`src/rtl/ahb_arbiter.sv`:
```
// Round-robin AHB bus arbiter with locked-sequence hold and SPLIT masking.
// Grant, owner index and lock flag toward the bus are all registered.
module ahb_arbiter #(
    parameter int NO_OF_MASTERS  = 4,
    parameter int DEFAULT_MASTER = 0,
    localparam int MW            = $clog2(NO_OF_MASTERS)
) (
    input  logic                     HCLK,
    input  logic                     HRESETn,
    input  logic [NO_OF_MASTERS-1:0] HBUSREQ,
    input  logic [NO_OF_MASTERS-1:0] HLOCK,
    input  logic [NO_OF_MASTERS-1:0] HSPLIT,
    input  logic                     HREADY,
    input  logic [1:0]               HTRANS,
    input  logic [1:0]               HRESP,
    output logic [NO_OF_MASTERS-1:0] HGRANT,
    output logic [MW-1:0]            HMASTER,
    output logic                     HMASTLOCK
);
    localparam logic [1:0] TR_BUSY  = 2'b01;
    localparam logic [1:0] TR_SEQ   = 2'b11;
    localparam logic [1:0] RSP_SPLIT = 2'b11;

    typedef enum logic [1:0] {ST_DFLT, ST_NORM, ST_LOCK} state_t;

    state_t                     state_q, state_d;
    logic [NO_OF_MASTERS-1:0]   grant_q, grant_d;
    logic [MW-1:0]              gidx_q, gidx_d;
    logic [MW-1:0]              rr_q, rr_d;
    logic [NO_OF_MASTERS-1:0]   mask_q, mask_d;
    logic [MW-1:0]              master_q;
    logic                       mastlock_q;

    logic [NO_OF_MASTERS-1:0]   eligible;
    logic                       split_set, owner_req, owner_lock;
    logic                       burst_hold, lock_exit, arb_ok;
    logic [MW-1:0]              winner;

    assign split_set  = HREADY && (HRESP == RSP_SPLIT);
    assign owner_req  = HBUSREQ[gidx_q];
    assign owner_lock = HLOCK[gidx_q];

    // A split set on the same edge as a resume for that master takes priority.
    for (genvar gi = 0; gi < NO_OF_MASTERS; gi++) begin : g_mask
        assign mask_d[gi] = (split_set && (master_q == MW'(gi))) ||
                            (mask_q[gi] && !HSPLIT[gi]);
    end

    assign eligible   = HBUSREQ & ~mask_d;
    assign burst_hold = ((HTRANS == TR_BUSY) || (HTRANS == TR_SEQ)) && owner_req;
    assign lock_exit  = (state_q == ST_LOCK) && (!owner_lock || !owner_req);
    assign arb_ok     = HREADY &&
                        (split_set || (((state_q != ST_LOCK) || lock_exit) && !burst_hold));

    // Scan from the farthest candidate back to rr+1 so the nearest eligible one wins.
    always_comb begin
        winner = MW'(DEFAULT_MASTER);
        for (int k = NO_OF_MASTERS; k >= 1; k--) begin
            if (eligible[(int'(rr_q) + k) % NO_OF_MASTERS]) begin
                winner = MW'((int'(rr_q) + k) % NO_OF_MASTERS);
            end
        end
    end

    always_comb begin
        state_d = state_q;
        grant_d = grant_q;
        gidx_d  = gidx_q;
        rr_d    = rr_q;
        if (arb_ok) begin
            gidx_d          = winner;
            grant_d         = '0;
            grant_d[winner] = 1'b1;
            if (|eligible) begin
                rr_d    = winner;
                state_d = HLOCK[winner] ? ST_LOCK : ST_NORM;
            end else begin
                state_d = ST_DFLT;
            end
        end else if (HREADY && lock_exit) begin
            state_d = ST_NORM;
        end
    end

    always_ff @(posedge HCLK) begin
        if (!HRESETn) begin
            state_q                 <= ST_DFLT;
            grant_q                 <= '0;
            grant_q[DEFAULT_MASTER] <= 1'b1;
            gidx_q                  <= MW'(DEFAULT_MASTER);
            rr_q                    <= MW'(DEFAULT_MASTER);
            mask_q                  <= '0;
            master_q                <= MW'(DEFAULT_MASTER);
            mastlock_q              <= 1'b0;
        end else begin
            state_q <= state_d;
            grant_q <= grant_d;
            gidx_q  <= gidx_d;
            rr_q    <= rr_d;
            mask_q  <= mask_d;
            if (HREADY) begin
                master_q   <= gidx_q;
                mastlock_q <= owner_lock;
            end
        end
    end

    assign HGRANT    = grant_q;
    assign HMASTER   = master_q;
    assign HMASTLOCK = mastlock_q;
endmodule

```
`config.mk`:
```
export PLATFORM = sky130hd
export DESIGN_NAME = ahb_arbiter
export DESIGN_NICKNAME = d
export VERILOG_FILES = /design/src/rtl/ahb_arbiter.sv
export SDC_FILE = /design/constraint.sdc
export NUM_CORES = 1
export LEC_CHECK = 0
export ABC_AREA = 1
export BUFFER_PORTS_ARGS = -buffer_cell sky130_fd_sc_hd__buf_2
export CAP_MARGIN = 20
export CORE_ASPECT_RATIO = 1.5
export CORE_MARGIN = 2
export CORE_UTILIZATION = 35
export CTS_CLUSTER_DIAMETER = 30
export DETAILED_ROUTE_END_ITERATION = 8
export GPL_ROUTABILITY_DRIVEN = 0
export PLACE_DENSITY = 0.61
export SYNTH_ARGS = -nofsm -noshare
export SYNTH_HDL_FRONTEND = slang
export SYNTH_SLANG_ARGS = --single-unit
export TNS_END_PERCENT = 50
```
`constraint.sdc`:
```
create_clock -name HCLK -period 3.45 [get_ports HCLK]
set_input_delay 0.5175 -clock HCLK [delete_from_list [all_inputs] [get_ports HCLK]]
set_output_delay 0.5175 -clock HCLK [all_outputs]
set_load 0.02 [all_outputs]
```
; ---- Word level (Yosys, flattened, before mapping)
; Index checks and enable logic that the tools add are counted.
[word_totals]
regBits = 17
in_bits = 19
elab_cells = 98
[classes]
add_sub_neg = 4
order_cmp = 7
n_eq_ne = 8
n_mux = 28
bitwise_logic = 6
n_reduce_logical = 38
[op_table]
columns = op, n
row1 = $lt A3 B4 Y1 const B, 4
row2 = $mux W2, 8
row3 = $logic_and A1 B1 Y1, 15
row4 = $bmux W1 S2, 7
row5 = $mux W1, 12
row6 = $eq A2 B2 Y1 const B, 5
row7 = $logic_or A1 B1 Y1, 8
row8 = $reduce_or A2 Y1, 4
row9 = $logic_not A1 Y1, 7
row10 = $lt A2 B3 Y1 const B, 2
row11 = $add A2 B1 Y2 const B, 2
row12 = $add A2 B2 Y2 const B, 2
row13 = $and A1 B1 Y1 const A, 4
row14 = $and A4 B4 Y4, 1
row15 = $eq A2 B1 Y1 const B, 2
row16 = $not A4 Y4, 1
row17 = $reduce_or A4 Y1, 1
row18 = $demux W1 S2, 1
row19 = $ge A2 B1 Y1 const B, 1
row20 = $logic_not A2 Y1, 1
row21 = $ne A2 B2 Y1 const B, 1
row22 = $reduce_and A2 Y1, 1
row23 = $reduce_bool A2 Y1, 1

; ---- Longest topological paths before layout
; Gate-level depths: netlist of run 1.
[depth]
ltp_word = 18
ltp_mapped = 16
depth_no_buf = 16

; ---- Least setup slack after synthesis of run 1
; OpenSTA, ideal clock, no wires.
[synth_timing]
path_kind = input -> register
from = input HREADY
to = register state_q[0]
arrival_ns = 1.628
required_ns = 3.328
slack_ns = 1.700
stages = 16
n_path_buf = 0
path_cell_list = inv_2 -> nor2_4 -> nand2_1 -> nand4_1 -> nand2_1 -> nand2_1 -> nand2_1 -> clkinv_1 -> nand2_2 -> nand2_2 -> nand2_1 -> nand2_1 -> nand3_1 -> nand3_2 -> nand2_1 -> a21oi_2
[synth_via]
elab_chain_len = 17
word_cells_on_any_way = 37
classes_between = mux (21) / bitwise (2) / reduce/logical (14)
[synth_lines]
columns = element, line_no
row1 = "start, declared", 13  ; input logic HREADY,
row2 = $logic_and A1 B1 Y1, 39  ; assign split_set = HREADY && (HRESP == RSP_SPLIT);
row3 = $logic_and A1 B1 Y1, 45  ; assign mask_d[gi] = (split_set && (master_q == MW'(gi))) ||
row4 = $logic_or A1 B1 Y1, 45
row5 = $not A4 Y4, 49  ; assign eligible = HBUSREQ & ~mask_d;
row6 = $and A4 B4 Y4, 49
row7 = $bmux W1 S2, 59  ; if (eligible[(int'(rr_q) + k) % NO_OF_MASTERS]) begin
row8 = $mux W1 (implied by the code) (2 in a row), 59
row9 = $mux W2 (4 in a row), 59
row10 = $bmux W1 S2, 76  ; state_d = HLOCK[winner] ? ST_LOCK : ST_NORM;
row11 = $mux W1 (implied by the code), 76
row12 = $mux W2, 76
row13 = $mux W2, 74  ; if (|eligible) begin
row14 = $mux W2, 70  ; if (arb_ok) begin
row15 = "end signal, assigned", 96  ; state_q <= state_d;
row16 = "end, declared", 26  ; state_t state_q, state_d;
; Parallel ways exist; a longest one is shown, timed or not. The select of a mux whose other input is x is not followed.
; A chain may end at the register's enable or synchronous reset.

; ---- Final worst setup path of run 1
[layout_timing]
from = register gidx_q[0]
to = register state_q[1]
[layout_via]
elab_chain_len = 10
word_cells_on_any_way = 17
classes_between = mux (5) / reduce/logical (12)
[layout_lines]
columns = element, line_no
row1 = "start, declared", 28  ; logic [MW-1:0] gidx_q, gidx_d;
row2 = "start signal, assigned", 90  ; gidx_q <= MW'(DEFAULT_MASTER);
row3 = "start signal, assigned", 98  ; gidx_q <= gidx_d;
row4 = "$bmux W1 S2, on equally long branches", "41, 40"
row5 = "$mux W1, on equally long branches", "41, 40"
row6 = $logic_not A1 Y1, 51  ; assign lock_exit = (state_q == ST_LOCK) && (!owner_lock || !owner_req);
row7 = $logic_or A1 B1 Y1, 51
row8 = $logic_and A1 B1 Y1, 51
row9 = $logic_or A1 B1 Y1, 53  ; (split_set || (((state_q != ST_LOCK) || lock_exit) && !burst_hold));
row10 = $logic_and A1 B1 Y1, 53
row11 = $logic_or A1 B1 Y1, 53
row12 = $logic_and A1 B1 Y1, 52  ; assign arb_ok = HREADY &&
row13 = $mux W2 or $reduce_bool A2 Y1 (tied branches), -
; Parallel ways exist; a longest one is shown, timed or not. The select of a mux whose other input is x is not followed.

==> reports/results.ini, run 1 <==
[outcome]
status = complete, no violations

[critical_path]
worst_path_largest_cell_delay_ps = 490
worstPathArrival_ps = 2140
required_ps = 3640
crit_type = reg2reg
cpLargestDelayFamily = simple AND/OR/NAND/NOR gates
path_buf_inv = 2
start_kind = register
endpoint_kind = register
cp_max_fo = 8
crit_chain = inv_2 -> nand2_1 -> nand3_1 -> nand2_1 -> o21bai_1 -> a21oi_2 -> inv_2 -> nor2_4 -> nand4_1 -> a21oi_1
crit_path_top_delay_cell = dfxtp_1

[cells_and_area]
antennaDiodeCount = 0
regArea_um2 = 340
syn_to_final_growth_pct = 19.3
layout-drive-gt1-share = 0.233
multi_input_area_um2 = 588
layout_commonest_cell = nand2_1
layout.cells.non_filler = 228
final_nets = 209
final_cell_mix = nand2_1, buf_2, a21oi_1
fillerInstances = 323

[pwr]
power.density_nw_per_um2 = 545
sw_frac_of_total = 0.411
p_comb_frac = 0.405
p_int_uw = 397
vdd_drop_max_mv = 0.262
clock_power_share = 0.229
seqPwrFrac = 0.366
power.switching_uw = 277
p_leak_nw = 0.636

[timing]
maxSlewViolCount = 0
setup_tns_ps = 0
period_share = 0.565
rsz0062_at_grt = false
skew_ps = 3.77
tightest_slew_ps = 352
finalCriticalPeriod_ps = 1950
final_hold_viol_count = 0
fmax_ghz = 0.513
slew-limit-headroom = 0.765
setup_viol = 0

[cts]
ctsHoldBuffers = 0
cts_htree_levels = 1
cts_made_buffers = 3
cts_resized = 0
clk_latency_ps = 260
clk_pin_slew_ps = 70
cts_tree = done
cts_setup_buffers = 0
cts_buffer_depth = 2
ctsRootBufferMaster = clkbuf_8
cts_sinks = 17

[routing]
first_iter_violations = 15
drc_errors = 0
drtAntennaViolNets = 0
via_count = 1164
firstDrtPassIters = 4
wirelength_um = 2740
wl_per_cell_um = 12.0
via_per_inst = 5.11

[placement]
dp_cells = 224
io_buffers = 24
dp_hpwl_um = 2160

[logic_synthesis]
synthTopCellsByArea = dfxtp_1, nand2_1, a21oi_1
avgSynthCellArea_um2 = 6.36
synth-seq-cells = 17
ys.flop_type = dfxtp_1
ys_async_sr_fraction = 0
ys_seq_area_frac = 0.328
syn_inst = 163
synth-edff-count = 0
synth_warnings = 0
synth.distinct_cells = 23
synth_top_area_share = 0.328
synth_area_um2 = 1040
yosysTopAreaCell = dfxtp_1
mappedNetlistNets = 182

[floorplan]
die_h_um = 70.7
ios = 26
start_util = 0.364
core_um2 = 2850
rows = 24
die_w_um = 48.5
dieArea_um2 = 3420

[grt]
grt_max_degree = 11
first_global_vias = 1090
overflow = 0
grt_pass1_wl_um = 4570
antenna_found_initial = 0
grt_usage = 0.167

[hold_path]
worstHoldPathType = reg2reg

[flow_run]
maxCapViolCount = 0

-- worst min-delay path: cells and delay by family, from the launching register on --
kind,cells,cell delay [ps]
AO/OA/AOI/OAI,1,50
flip-flops,1,310
AND/OR/NAND/NOR,1,60
-- final timing paths --
check                  start  slack, ps          to  cells after the start
hold / removal    state_q[1]        470  state_q[1]                      2
setup reg to reg   gidx_q[0]       1500  state_q[1]                     10
hold reg to reg   state_q[1]        470  state_q[1]                      2
setup / recovery   gidx_q[0]       1500  state_q[1]                     10
-- synthesized netlist by cell type (2+ instances only) --
master / instances
a21oi_1: 20
a21oi_2: 2
dfxtp_1: 17
inv_1: 19
inv_2: 5
nand2_1: 42
nand2_2: 5
nand3_1: 8
nand4_1: 10
nor2_1: 13
nor2_4: 2
nor3_1: 2
o211ai_1: 2
o21ai_0: 7
-- power groups by stage --
stage	combinational, mW	sequential, mW	clock (mW)
after CTS	0.272	0.246	0.158
after floorplan	0.198	0.259	0
after global routing	0.311	0.251	0.168
after detailed placement	0.271	0.251	0
final	0.273	0.247	0.155
after global placement	0.263	0.250	0
-- registers in the layout (all words and copies together) (netlist names) --
| signal | cells |
|---|---|
| HGRANT | 4 |
| mask_q | 4 |
| HMASTER | 2 |
| gidx_q | 2 |
| rr_q | 2 |
| state_q | 2 |
| HMASTLOCK | 1 |
-- final cells by class --
cell class                 instances  share of cell area
inverter                          25              0.0758
clock buffer                       3              0.0334
tap                               39              0.0394
sequential                        17               0.275
timing repair buffer              24              0.0971
clock inverter                     1             0.00404
multi-input combinational        119               0.475
-- logic make-up after synthesis --
family,count (synthesis),share of synthesized area
buffers and inverters,27,0.105
flip-flops,17,0.328
AO/OA/AOI/OAI,35,0.192
AND/OR/NAND/NOR,84,0.375
-- metrics by stage --
step | setup slack [ps] | power [mW] | util | hold slack, ps | area [um^2]
detailed placement | 1280 | 0.522 | 0.418 | 458 | 1190
floorplan | 1700 | 0.457 | - | 444 | 1040
finish | 1500 | 0.675 | 0.434 | 467 | 1240
global route | 1300 | 0.730 | 0.434 | 483 | 1240
CTS | 1490 | 0.676 | 0.434 | 469 | 1240
global placement | 1360 | 0.513 | 0.418 | 458 | 1190
-- metal layers --
layer / up-vias / wire length [um] / track usage
met3: 8 / 128 / 0.0316
li1: 590 / - / -
met2: 37 / 1440 / 0.299
met1: 529 / 1110 / 0.183
met4: 0 / 61 / 0.0952
met5: - / 0 / 0
Note: power is estimated with default switching activity, not from simulation.
==> run 2: changes to the inputs <==
ABC_AREA = 0   (was 1)
PLACE_DENSITY = 0.64   (was 0.61)
clock period = 1.75 ns   (was 3.45 ns; I/O delays follow)
==> reports/results.ini, run 2 <==
[outcome]
status = finished with violations
failed_checks = setup timing

[grt]
grt_pass1_wl_um = 5510
overflow = 0
antenna_found_initial = 0
first_global_vias = 1290
grt_max_degree = 15
grt_usage = 0.204

[logic_synthesis]
mappedNetlistNets = 141
synth.distinct_cells = 38
synthTopCellsByArea = dfxtp_1, a21oi_1, nand2_1
yosysTopAreaCell = dfxtp_1
synth-seq-cells = 17
ys_async_sr_fraction = 0
synth_most_common_cell = dfxtp_1
synth-edff-count = 0
synth_top_area_share = 0.327
ys_seq_area_frac = 0.327
avgSynthCellArea_um2 = 8.54
ys.flop_type = dfxtp_1
synthTopCellsByCount = dfxtp_1, nand2_1, a21oi_1
synth_area_um2 = 1040
syn_inst = 122
synth_warnings = 0

[pwr]
power.density_nw_per_um2 = 690
vdd_drop_max_mv = 0.522
p_leak_nw = 0.656

[routing]
wl_per_cell_um = 16.1
drc_errors = 0
wl_met1_um = 1370
drtAntennaViolNets = 0
dr_wl_met2_um = 1840
firstDrtPassIters = 6
wl_met3_um = 165
wirelength_um = 3520
via_per_inst = 5.69
via_count = 1246
first_iter_violations = 35
highest_layer = met4

[floorplan]
ios = 26
die_w_um = 48.6
die_h_um = 70.8
start_util = 0.362
core_um2 = 2880
dieArea_um2 = 3440
rows = 24

[critical_path]
reg2reg_slack_ps = -310
crit_start = HMASTER[0]
required_ps = 1900
endpoint_kind = register
cp_max_fo = 5
crit_type = reg2reg
ff2ff_path_depth = 7
r2r-start = HMASTER[0]
r2r-end = state_q[1]
start_kind = register
endpoint = state_q[1]
worstPathArrival_ps = 2210

[hold_path]
hold_start = HRESETn
worstHoldPathType = in2reg

[cts]
ctsHoldBuffers = 0
cts_buffer_depth = 2
cts_sinks = 17
cts_htree_levels = 1
ctsRootBufferMaster = clkbuf_8
cts_tree = done
cts_made_buffers = 3
clk_pin_slew_ps = 70
clk_latency_ps = 250

[timing]
fmax_ghz = 0.485
skew_ps = 2.08
maxSlewViolCount = 0
rsz0062_at_grt = true
fin_ws_ps = -313
tightest_slew_ps = 537
period_share = 1.18
finalCriticalPeriod_ps = 2060
setup_viol = 10
slew-limit-headroom = 0.638
final_hold_viol_count = 0

[cells_and_area]
final_nets = 200
fin_area_um2 = 1570
syn_to_final_growth_pct = 50.8
layout_commonest_cell = buf_4
antennaDiodeCount = 0
final_core_util = 0.545
layout-drive-gt1-share = 0.478
final_cell_mix = buf_4, buf_2, dfxtp_1
layout.cells.non_filler = 219

[placement]
detailedPlace.worstSlack_ps = -282
dp_hpwl_um = 2470
io_buffers = 24
placed_area_um2 = 1420
dp_cells = 210

[flow_run]
maxCapViolCount = 0

## run 2: cell count changes after synthesis, moves of 7 or more
cell	previous run	this run
inv_1	19	5
nand4_1	10	2
nand2_1	42	15
a21oi_1	20	12
a211oi_1	0	7
## run 2: final cells by class
cell class | count | area (um^2)
Clock buffer | 4 | 45.0
Fill cell | 279 | 1310
Inverter | 5 | 18.8
Multi-Input combinational cell | 96 | 734
Sequential cell | 17 | 349
Tap cell | 39 | 48.8
Timing Repair Buffer | 58 | 375
## run 2: cell families (layout without fill, tap and decap cells)
logic type             Yosys count  count (layout)  synth area share
AOI/OAI and AO/OA               48              48             0.337
DFF                             17              17             0.327
muxes                            5               5            0.0720
buffers and inverters            9              67            0.0420
and+or+nand+nor                 43              43             0.222
## run 2: worst min path at each step
stage	endpoint	slack [ps]	cells after the start
CTS	HGRANT[0]	250	2
global placement	HGRANT[3]	440	2
finish	HGRANT[0]	250	2
floorplan	HGRANT[0]	350	1
detailed placement	HGRANT[3]	450	2
global route	HGRANT[0]	270	2
## run 2: power breakdown
group / leakage [nW] / total (mW) / switching [mW] / internal [mW]
Clock: 0.0228 / 0.297 / 0.135 / 0.162
Sequential: 0.141 / 0.432 / 0.0185 / 0.413
Combinational: 0.492 / 0.356 / 0.188 / 0.169
Total: 0.656 / 1.08 / 0.341 / 0.743
## run 2: repair_timing
item / 4_1_cts / 5_1_grt
pin swaps: 6 / 11
gates resized for setup: 8 / 10
cloned: 0 / 0
setup endpoints to repair: 10 / 10
buffers inserted: 4 / 1
## run 2: metrics by stage
| stage | total power, mW | TNS [ps] | hold WS (ps) |
|---|---|---|---|
| 2_1_floorplan | 0.605 | -269 | 354 |
| 3_3_place_gp | 0.741 | -1770 | 440 |
| 3_5_place_dp | 0.750 | -2000 | 449 |
| 4_1_cts | 1.07 | -1440 | 248 |
| 5_1_grt | 1.14 | -3010 | 267 |
| 6_report | 1.08 | -1830 | 252 |
## run 2: layer usage
layer,up-vias,track usage
met5,-,0
li1,587,-
met1,597,0.218
met3,14,0.0253
met2,48,0.380
met4,0,0.124
## run 2: worst max-delay path: stages (launching register included)
cell and delay, ps:
dfxtp_4 360, nand4b_1 260, o211ai_1 330, buf_4 180, a22oi_1 140, o2111ai_2 290
a211oi_2 100, o31a_1 300
